[src/rtl/rca_pg_seq_ctrl_pkg.sv]
// Shared definitions for the sequential ripple-carry adder controller.
//   SEGW     : bits handled by the shared slice per cycle
//   state_e  : controller FSM states
//   nseg()   : number of segments for a given operand width
package rca_pg_seq_ctrl_pkg;

  localparam int unsigned SEGW = 3;

  typedef enum logic [1:0] {
    StIdle = 2'd0,
    StRun  = 2'd1,
    StDone = 2'd2
  } state_e;

  function automatic int unsigned nseg(int unsigned width);
    return width / SEGW;
  endfunction

endpackage

[src/rtl/rca_pg_seq_ctrl_if.sv]
// Request/response bundle of the sequential adder.
//   master : operand source and result sink (drives in_valid/a/b/ci/approx_segs/out_ready)
//   slave  : the adder (drives in_ready/out_valid/sum/cout/approx_hit)
interface rca_pg_seq_ctrl_if #(
  parameter int unsigned WIDTH = 12,
  parameter int unsigned CNTW  = 3
) ();

  logic             in_valid;
  logic             in_ready;
  logic [WIDTH-1:0] a;
  logic [WIDTH-1:0] b;
  logic             ci;
  logic [CNTW-1:0]  approx_segs;
  logic             out_valid;
  logic             out_ready;
  logic [WIDTH-1:0] sum;
  logic             cout;
  logic             approx_hit;

  modport master (
    output in_valid, a, b, ci, approx_segs, out_ready,
    input  in_ready, out_valid, sum, cout, approx_hit
  );

  modport slave (
    input  in_valid, a, b, ci, approx_segs, out_ready,
    output in_ready, out_valid, sum, cout, approx_hit
  );

endinterface

[src/rtl/rca_pg_3b.sv]
// 3-bit ripple-carry slice with group propagate/generate.
//   a_i, b_i : operand bits
//   c_i      : carry-in
//   s_o      : sum bits (uses c_i)
//   p_o      : group propagate (all bits propagate)
//   g_o      : group generate (carry-out independent of c_i)
module rca_pg_3b (
  input  logic [2:0] a_i,
  input  logic [2:0] b_i,
  input  logic       c_i,
  output logic [2:0] s_o,
  output logic       p_o,
  output logic       g_o
);

  logic [2:0] pb;
  logic [2:0] gb;
  logic [2:0] c;

  assign pb = a_i ^ b_i;
  assign gb = a_i & b_i;

  assign c[0] = c_i;
  assign c[1] = gb[0] | (pb[0] & c[0]);
  assign c[2] = gb[1] | (pb[1] & c[1]);

  assign s_o = pb ^ c;
  assign p_o = &pb;
  assign g_o = gb[2] | (pb[2] & gb[1]) | (pb[2] & pb[1] & gb[0]);

endmodule

[src/rtl/rca_pg_seq_ctrl.sv]
// Multi-cycle WIDTH-bit adder: one 3-bit slice processes a segment per cycle, LSB first.
// The low approx_segs segments pass only the group generate as carry (p&cin dropped);
// approx_hit flags that a dropped term was 1, i.e. the result differs from exact.
//   clk, rst_n : clock, asynchronous active-low reset
//   bus        : request/response bundle (slave side)
module rca_pg_seq_ctrl
  import rca_pg_seq_ctrl_pkg::*;
#(
  parameter int unsigned WIDTH = 12,
  parameter int unsigned CNTW  = 3
) (
  input  logic              clk,
  input  logic              rst_n,
  rca_pg_seq_ctrl_if.slave  bus
);

  localparam int unsigned    NSEG    = nseg(WIDTH);
  localparam logic [CNTW-1:0] LastSeg = CNTW'(NSEG - 1);

  state_e           state_q, state_d;
  logic [WIDTH-1:0] a_q, a_d, b_q, b_d, sum_q, sum_d;
  logic [CNTW-1:0]  k_q, k_d, seg_cnt_q, seg_cnt_d;
  logic             carry_q, carry_d, cout_q, cout_d;
  logic             hit_q, hit_d, out_valid_q, out_valid_d;

  logic [SEGW-1:0]  slice_s;
  logic             slice_p, slice_g;
  logic             approx, carry_sel;

  rca_pg_3b u_slice (
    .a_i (a_q[SEGW-1:0]),
    .b_i (b_q[SEGW-1:0]),
    .c_i (carry_q),
    .s_o (slice_s),
    .p_o (slice_p),
    .g_o (slice_g)
  );

  assign approx    = seg_cnt_q < k_q;
  assign carry_sel = approx ? slice_g : (slice_g | (slice_p & carry_q));

  always_comb begin
    state_d     = state_q;
    a_d         = a_q;
    b_d         = b_q;
    k_d         = k_q;
    seg_cnt_d   = seg_cnt_q;
    carry_d     = carry_q;
    sum_d       = sum_q;
    cout_d      = cout_q;
    hit_d       = hit_q;
    out_valid_d = out_valid_q;
    unique case (state_q)
      StIdle: begin
        if (bus.in_valid) begin
          a_d         = bus.a;
          b_d         = bus.b;
          carry_d     = bus.ci;
          k_d         = bus.approx_segs;
          seg_cnt_d   = '0;
          sum_d       = '0;
          hit_d       = 1'b0;
          out_valid_d = 1'b0;
          state_d     = StRun;
        end
      end
      StRun: begin
        carry_d   = carry_sel;
        if (approx) hit_d = hit_q | (slice_p & carry_q);
        // Each new segment enters at the top; after NSEG shifts segment 0 sits at bit 0.
        sum_d     = {slice_s, sum_q[WIDTH-1:SEGW]};
        a_d       = a_q >> SEGW;
        b_d       = b_q >> SEGW;
        seg_cnt_d = seg_cnt_q + 1'b1;
        if (seg_cnt_q == LastSeg) begin
          cout_d      = carry_sel;
          out_valid_d = 1'b1;
          state_d     = StDone;
        end
      end
      StDone: begin
        if (bus.out_ready) begin
          out_valid_d = 1'b0;
          state_d     = StIdle;
        end
      end
      default: state_d = StIdle;
    endcase
  end

  always_ff @(posedge clk or negedge rst_n) begin
    if (!rst_n) begin
      state_q     <= StIdle;
      a_q         <= '0;
      b_q         <= '0;
      k_q         <= '0;
      seg_cnt_q   <= '0;
      carry_q     <= 1'b0;
      sum_q       <= '0;
      cout_q      <= 1'b0;
      hit_q       <= 1'b0;
      out_valid_q <= 1'b0;
    end else begin
      state_q     <= state_d;
      a_q         <= a_d;
      b_q         <= b_d;
      k_q         <= k_d;
      seg_cnt_q   <= seg_cnt_d;
      carry_q     <= carry_d;
      sum_q       <= sum_d;
      cout_q      <= cout_d;
      hit_q       <= hit_d;
      out_valid_q <= out_valid_d;
    end
  end

  assign bus.in_ready   = (state_q == StIdle);
  assign bus.out_valid  = out_valid_q;
  assign bus.sum        = sum_q;
  assign bus.cout       = cout_q;
  assign bus.approx_hit = hit_q;

endmodule
[src/flat_wrapper.sv]
// flat-port wrapper written by rule: the top's interface ports become plain ports
module rca_pg_seq_ctrl_flat import rca_pg_seq_ctrl_pkg::*;
#(
  parameter int unsigned WIDTH = 12,
  parameter int unsigned CNTW  = 3
)
  (clk, rst_n, bus_in_valid, bus_a, bus_b, bus_ci, bus_approx_segs, bus_out_ready, bus_in_ready, bus_out_valid, bus_sum, bus_cout, bus_approx_hit);
  rca_pg_seq_ctrl_if #(.WIDTH(WIDTH), .CNTW(CNTW)) bus_i ();
  input  logic clk;
  input  logic rst_n;
  input wire logic [$bits(bus_i.in_valid)-1:0] bus_in_valid;
  input wire logic [$bits(bus_i.a)-1:0] bus_a;
  input wire logic [$bits(bus_i.b)-1:0] bus_b;
  input wire logic [$bits(bus_i.ci)-1:0] bus_ci;
  input wire logic [$bits(bus_i.approx_segs)-1:0] bus_approx_segs;
  input wire logic [$bits(bus_i.out_ready)-1:0] bus_out_ready;
  output wire logic [$bits(bus_i.in_ready)-1:0] bus_in_ready;
  output wire logic [$bits(bus_i.out_valid)-1:0] bus_out_valid;
  output wire logic [$bits(bus_i.sum)-1:0] bus_sum;
  output wire logic [$bits(bus_i.cout)-1:0] bus_cout;
  output wire logic [$bits(bus_i.approx_hit)-1:0] bus_approx_hit;
  assign bus_i.in_valid = bus_in_valid;
  assign bus_i.a = bus_a;
  assign bus_i.b = bus_b;
  assign bus_i.ci = bus_ci;
  assign bus_i.approx_segs = bus_approx_segs;
  assign bus_i.out_ready = bus_out_ready;
  assign bus_in_ready = bus_i.in_ready;
  assign bus_out_valid = bus_i.out_valid;
  assign bus_sum = bus_i.sum;
  assign bus_cout = bus_i.cout;
  assign bus_approx_hit = bus_i.approx_hit;
  rca_pg_seq_ctrl #(.WIDTH(WIDTH), .CNTW(CNTW)) u_core (.clk(clk), .rst_n(rst_n), .bus(bus_i));
endmodule
[config.mk]
export PLATFORM = sky130hd
export DESIGN_NAME = rca_pg_seq_ctrl_flat
export DESIGN_NICKNAME = d
export VERILOG_FILES = /design/src/rtl/rca_pg_seq_ctrl_pkg.sv /design/src/rtl/rca_pg_seq_ctrl_if.sv /design/src/rtl/rca_pg_3b.sv /design/src/rtl/rca_pg_seq_ctrl.sv /design/src/flat_wrapper.sv
export SDC_FILE = /design/constraint.sdc
export NUM_CORES = 1
export LEC_CHECK = 0
export ABC_AREA = 1
export BUFFER_PORTS_ARGS = -buffer_cell sky130_fd_sc_hd__buf_2
export CAP_MARGIN = 10
export CELL_PAD_IN_SITES_DETAIL_PLACEMENT = 0
export CELL_PAD_IN_SITES_GLOBAL_PLACEMENT = 1
export CORE_ASPECT_RATIO = 1.5
export CORE_UTILIZATION = 37
export DETAILED_ROUTE_END_ITERATION = 10
export PLACE_DENSITY = 0.85
export SYNTH_ARGS = -nofsm -noshare
export SYNTH_HDL_FRONTEND = slang
export SYNTH_SLANG_ARGS = --single-unit
export TNS_END_PERCENT = 1
[constraint.sdc]
create_clock -name clk -period 1.5 [get_ports clk]
set_input_delay 0.15 -clock clk [delete_from_list [all_inputs] [get_ports clk]]
set_output_delay 0.15 -clock clk [all_outputs]
set_load 0.02 [all_outputs]
# After elaboration in Yosys (flattened, before gate mapping)
# Index checks and enable logic that the tools add are counted.
# Widths: inputs -> output; s select.
[classes] n_addsub=1 n_mul=0 n_div=0 n_lt_le_gt_ge=1 n_eq_ne=7 n_shift=0 muxes=21 n_bitwise=15 n_reduce_logical=10
[ops] op="$pmux 12 s2" n=3
[ops] op="$mux 12" n=3
[ops] op="$reduce_and 3->1" n=3
[ops] op="$and 1x1->1" n=6
[ops] op="$mux 1" n=6
[ops] op="$mux 2" n=3
[ops] op="$or 1x1->1" n=6
[ops] op="$pmux 2 s3" n=1
[ops] op="$pmux 3 s2" n=1
[ops] op="$reduce_and 2->1" n=3
[ops] op="$xor 3x3->3" n=2
[ops] op="$ne 2x1->1 const B" n=2
[ops] op="$ne 2x2->1 const B" n=2
[ops] op="$pmux 1 s2" n=2
[ops] op="$reduce_and 4->1" n=1
[ops] op="$add 3x1->3 const B" n=1
[ops] op="$and 3x3->3" n=1
[ops] op="$eq 3x2->1 const B" n=1
[ops] op="$lt 3x3->1" n=1
[ops] op="$mux 3" n=1
[ops] op="$pmux 1 s3" n=1
[ops] op="$reduce_bool 3->1" n=1
[ops] op="$eq 2x1->1 const B" n=1
[ops] op="$eq 2x2->1 const B" n=1
[ops] op="2 further kinds" n=2
[totals] reg_bits=48 latchBits=0 ram_bits=0 rom_bits=0 inputBits=32 out_inout_bits=16 wordCells=65 mem_count=0

# Longest topological paths before layout
[depth] ltp_word=7 mapped_depth=10 mapped_depth_nobuf=10

# Modules after synthesis
# From an unflattened synthesis, not the netlist that was laid out.
[hier_totals] hier_cells=267 area_unflattened_um2=2245.9
[by_module_without_submodules] module="rca_pg_seq_ctrl" n_inst=1 cells_each=256 area_per_inst_um2=2134.5 seq_area_each_um2=1201.2
[by_module_without_submodules] module="rca_pg_3b" n_inst=1 cells_each=11 area_per_inst_um2=111.4 seq_area_each_um2=0.0

# Worst setup path after synthesis
# No wires, ideal clock.
[synth_timing] path_kind="register to register" from="register u_core.carry_q" to="register u_core.sum_q[10] (netlist: u_core.bus.sum[10])" setup_ns=0.080 arrival_time_ns=1.425 t_required_ns=1.420 slack_ns=-0.004 stages_incl_launch_ff=5 n_path_buf=0 period_less_slack_ns=1.504 cell_sequence="dfrtp_1 fa_1 inv_1 fa_1 o22ai_2"
[synth_between] elab_chain_len=4
[synth_lines] item="from (decl)" line_no="rca_pg_seq_ctrl.sv:23" rtl="logic carry_q, carry_d, cout_q, cout_d;"
[synth_lines] item="from (signal assigned)" line_no="rca_pg_seq_ctrl.sv:109" rtl="carry_q <= carry_d;"
[synth_lines] item="$and 1x1->1" line_no="rca_pg_3b.sv:24" rtl="assign c[1] = gb[0] | (pb[0] & c[0]);"
[synth_lines] item="$or 1x1->1" line_no="rca_pg_3b.sv:24"
[synth_lines] item="$xor 3x3->3" line_no="rca_pg_3b.sv:27" rtl="assign s_o = pb ^ c;"
[synth_lines] item="$pmux 12 s2" line_no="rca_pg_seq_ctrl.sv:53" rtl="unique case (state_q)"
[synth_lines] item="to (signal assigned)" line_no="rca_pg_seq_ctrl.sv:110" rtl="sum_q <= sum_d;"
[synth_lines] item="to (decl)" line_no="rca_pg_seq_ctrl.sv:21" rtl="logic [WIDTH-1:0] a_q, a_d, b_q, b_d, sum_q, sum_d;"
# No other way between the ends.
# A chain may end at the register's enable or synchronous reset.

# Worst setup path in the final report
[layout_timing] from="register u_core.b_q[0]" to="register u_core.sum_q[10] (netlist: u_core.bus.sum[10])"
[layout_between] elab_chain_len=5 elab_cells_between_ends=6 cone_classes="1 x mux; 5 x bitwise"
[layout_lines] item="from (decl)" line_no="rca_pg_seq_ctrl.sv:21"
[layout_lines] item="from (signal assigned)" line_no="rca_pg_seq_ctrl.sv:95" rtl="b_q <= '0;"
[layout_lines] item="from (signal assigned)" line_no="rca_pg_seq_ctrl.sv:106" rtl="b_q <= b_d;"
[layout_lines] item="$xor 3x3->3" line_no="rca_pg_3b.sv:20" rtl="assign pb = a_i ^ b_i;"
[layout_lines] item="$and 1x1->1" line_no="rca_pg_3b.sv:24"
[layout_lines] item="$or 1x1->1 *" line_no="rca_pg_3b.sv:24"
[layout_lines] item="$xor 3x3->3 *" line_no="rca_pg_3b.sv:27"
[layout_lines] item="$pmux 12 s2 *" line_no="rca_pg_seq_ctrl.sv:53"
# Mark *: on every way between the ends. The rest lies on a longest branch, timed or not.

==> impl_results.md <==
* Outcome: finished clean
* Synth warn at 0
* Crit path from: u_core.b_q[0]
* Unique cell type count in the Yosys netlist at 23
* Reg2Reg Depth at 4
* Storage cell area at around 0.0012 sq mm
* Row Count at 35
* RSZ-0062 raised after global routing: true
* Most common cell after layout, fill and taps aside: nand2_1
* Hold Violations, Final at 0
* Area occupied by multi-input gates at about 960 sq um
* Static Leak at approximately 1.5 nW
* Final net count at 356
* Final Skew at about 0.0068 ns
* Worst Hold Depth at 3
* TritonCTS Buffers at 5
* Setup Buffers After CTS at 0
* GRT overflow at 0
* Ant diodes at 0
* Commonest cells after routing, fill and taps aside: 83 x nand2_1, 48 x dfrtp_1, 47 x buf_2
* Final Cycle Share at 0.999
* Synthesized area at around 0.0024 sq mm
* Crit path capture type: flop
* Req. time, crit path at around 1.7 ns
* Crit start category: flop
* Clock tree sinks at 48
* Sequential area share after synthesis at 0.496
* Post-DRT Antenna Nets at 0
* Reg2reg setup slack at 0.001 ns
* Post-route cell area at between 0.002 and 0.003 sq mm
* Main synth FF type: dfrtp_1
* Final WL at roughly 4.7 mm
* Placed instance area at between 0.002 and 0.003 sq mm
* Post-Synthesis Cells at 264
* Root buffer cell: clkbuf_8
* Layout cell share with drive strength beyond 1 at 0.329
* Post-Synthesis Mean Instance Area at 9.17 sq um
* Reg clk slew, reported paths at 0.09 ns
* Skew-Pair Late Insertion Delay at ~0.3 ns
* Asr flop ratio synth at 1.00
* Syn Nets at roughly 310
* Core area at 0.00622 sq mm
* Wire per inst at 12.0 um
* R2r startpoint: u_core.b_q[0]
* Final setup violation count at 0
* Worst-Margin Slew at between 0.4 and 0.5 ns
* Die area at slightly below 0.007 sq mm
* Arrival time at the worst endpoint at 1.73 ns
* I/O pin count at 48
* Die height at between 100 and 150 um
* Vias in the first global route at ~1.8k
* Slew headroom at 0.719
* Initial DRC Count at 54
* Layout area overhead at 17.9%
* Die Wd at roughly 68 um
* Post-synth EDFFs at 0
* Starting Density at 0.389
* Pwr dens at between 2000 and 2500 mW/mm^2
* Pin count of the biggest net entering global routing at between 50 and 60
* Synth Register Bits at 48
* Total of max-cap violations at 0
* Vias per cell at ~4.7
* CTS tree: yes
* Final worst setup slack at 0.00125 ns
* Slew Limit Fails at 0
* Hold Path Class: primary input to flop
* Number of H-tree levels at 2
* Setup TNS at 0 ns
* Synth top area share at 0.496
* Fmax at ~670 MHz
* Hpwl dp at about 3.4 mm
* Setup slack at placement at -0.0376 ns
* All-Layer GR Usage at 0.153
* First-pass GRT wire length at between 7 and 8 mm
* IO Port Bufs at between 40 and 50
* Main area contributors after synthesis: dfrtp_1 50%, nand2_1 13%, o21ai_2 9.0%
* Fillers at 640
* Initial antenna violation count at 0
* Leading area contributor after synthesis: dfrtp_1
* VDD IR max at roughly 0.91 mV
* Post-route minimum period at between 1 and 1.5 ns
* RePlAce Congestion at roughly 0.73
* Vias at roughly 1.8k
* Worst r2r dst: u_core.bus.sum[10]
* Drt pass-1 iters at 4
* CTS Buffer Depth at 2
* Post-route DRC violation count at 0
* Critical path type: flop to flop
* Crit path to: u_core.bus.sum[10]
* CP Max Fanout at 2
-- registers in the layout, summed over array words and instances (netlist names), 2 cells and up --
name and cells:
u_core.bus.sum 12, u_core.k_q 3, u_core.seg_cnt_q 3, u_core.b_q 12
u_core.a_q 12, u_core.state_q 2
-- how the worst min path moves through the flow --
stage / from / slack [ns] / endpoint
floorplan: rst_n / -0.15 / u_core.a_q[0]
global placement: rst_n / 0.08 / u_core.bus.sum[2]
detailed placement: rst_n / 0.09 / u_core.bus.sum[5]
CTS: bus_approx_segs[0] / 0.05 / u_core.k_q[0]
global route: bus_approx_segs[0] / 0.05 / u_core.k_q[0]
finish: bus_approx_segs[0] / 0.05 / u_core.k_q[0]
-- cell families after synthesis --
| kind of cell | Yosys count | share of synthesized area |
|---|---|---|
| simple gates | 92 | 0.147 |
| compound gates | 60 | 0.191 |
| buf+inv | 54 | 0.110 |
| flops | 48 | 0.496 |
| fa+ha+maj | 9 | 0.0527 |
| xor+xnor | 1 | 0.00362 |
-- Yosys cell counts, types with 3 or more instances --
cell	count
ha_1	7
buf_6	6
o21ai_0	8
buf_2	3
nor2_1	6
o21ai_1	14
inv_1	37
nand2_1	83
buf_4	3
o22ai_2	8
dfrtp_1	48
o21ai_2	25
inv_2	4
-- critical path, cell delays in order (launching register included) --
cell and delay, ns:
dfrtp_1 0.41, fa_2 0.40, inv_2 0.06, fa_1 0.41
o22ai_2 0.14
-- layout make-up --
class / instances / area share
clock buffers: 5 / 0.0241
clock inverters: 3 / 0.0149
inverters: 42 / 0.0570
multi-input cells: 162 / 0.335
flip-flops and latches: 48 / 0.421
well taps: 74 / 0.0324
repair buffers: 56 / 0.116
-- where the power goes --
group / internal [W] / switching [W]
Clock: 0.000494 / 0.000438
Sequential: 0.00184 / 0.000258
Combinational: 0.00119 / 0.00202
Total: 0.00353 / 0.00272
-- per-layer routing --
metal,wire length [um],global-route usage,vias to the layer above
met1,2020,0.177,871
met5,0,0,-
met3,147,0.0305,4
met2,2450,0.271,34
li1,-,-,928
met4,61,0.0513,0
-- timing repair --
item | 4_1_cts | 5_1_grt
endpoints found under the setup margin | 1 | 18
pin swaps | 3 | 0
hold endpoints to repair | 14 | 0
gates resized for setup | 1 | 1
hold buffers | 1 | 0
-- metrics by stage --
| step | util | power, W | hold WS [ns] | instances |
|---|---|---|---|---|
| 2_1_floorplan | - | 0.00473 | -0.146 | 264 |
| 3_3_place_gp | 0.439 | 0.00528 | 0.0845 | 381 |
| 3_5_place_dp | 0.439 | 0.00538 | 0.0878 | 381 |
| 4_1_cts | 0.459 | 0.00635 | 0.0496 | 390 |
| 5_1_grt | 0.459 | 0.00682 | 0.0527 | 390 |
| 6_report | 0.459 | 0.00624 | 0.0497 | 390 |
No activity file was read; power rests on OpenSTA's default activity.
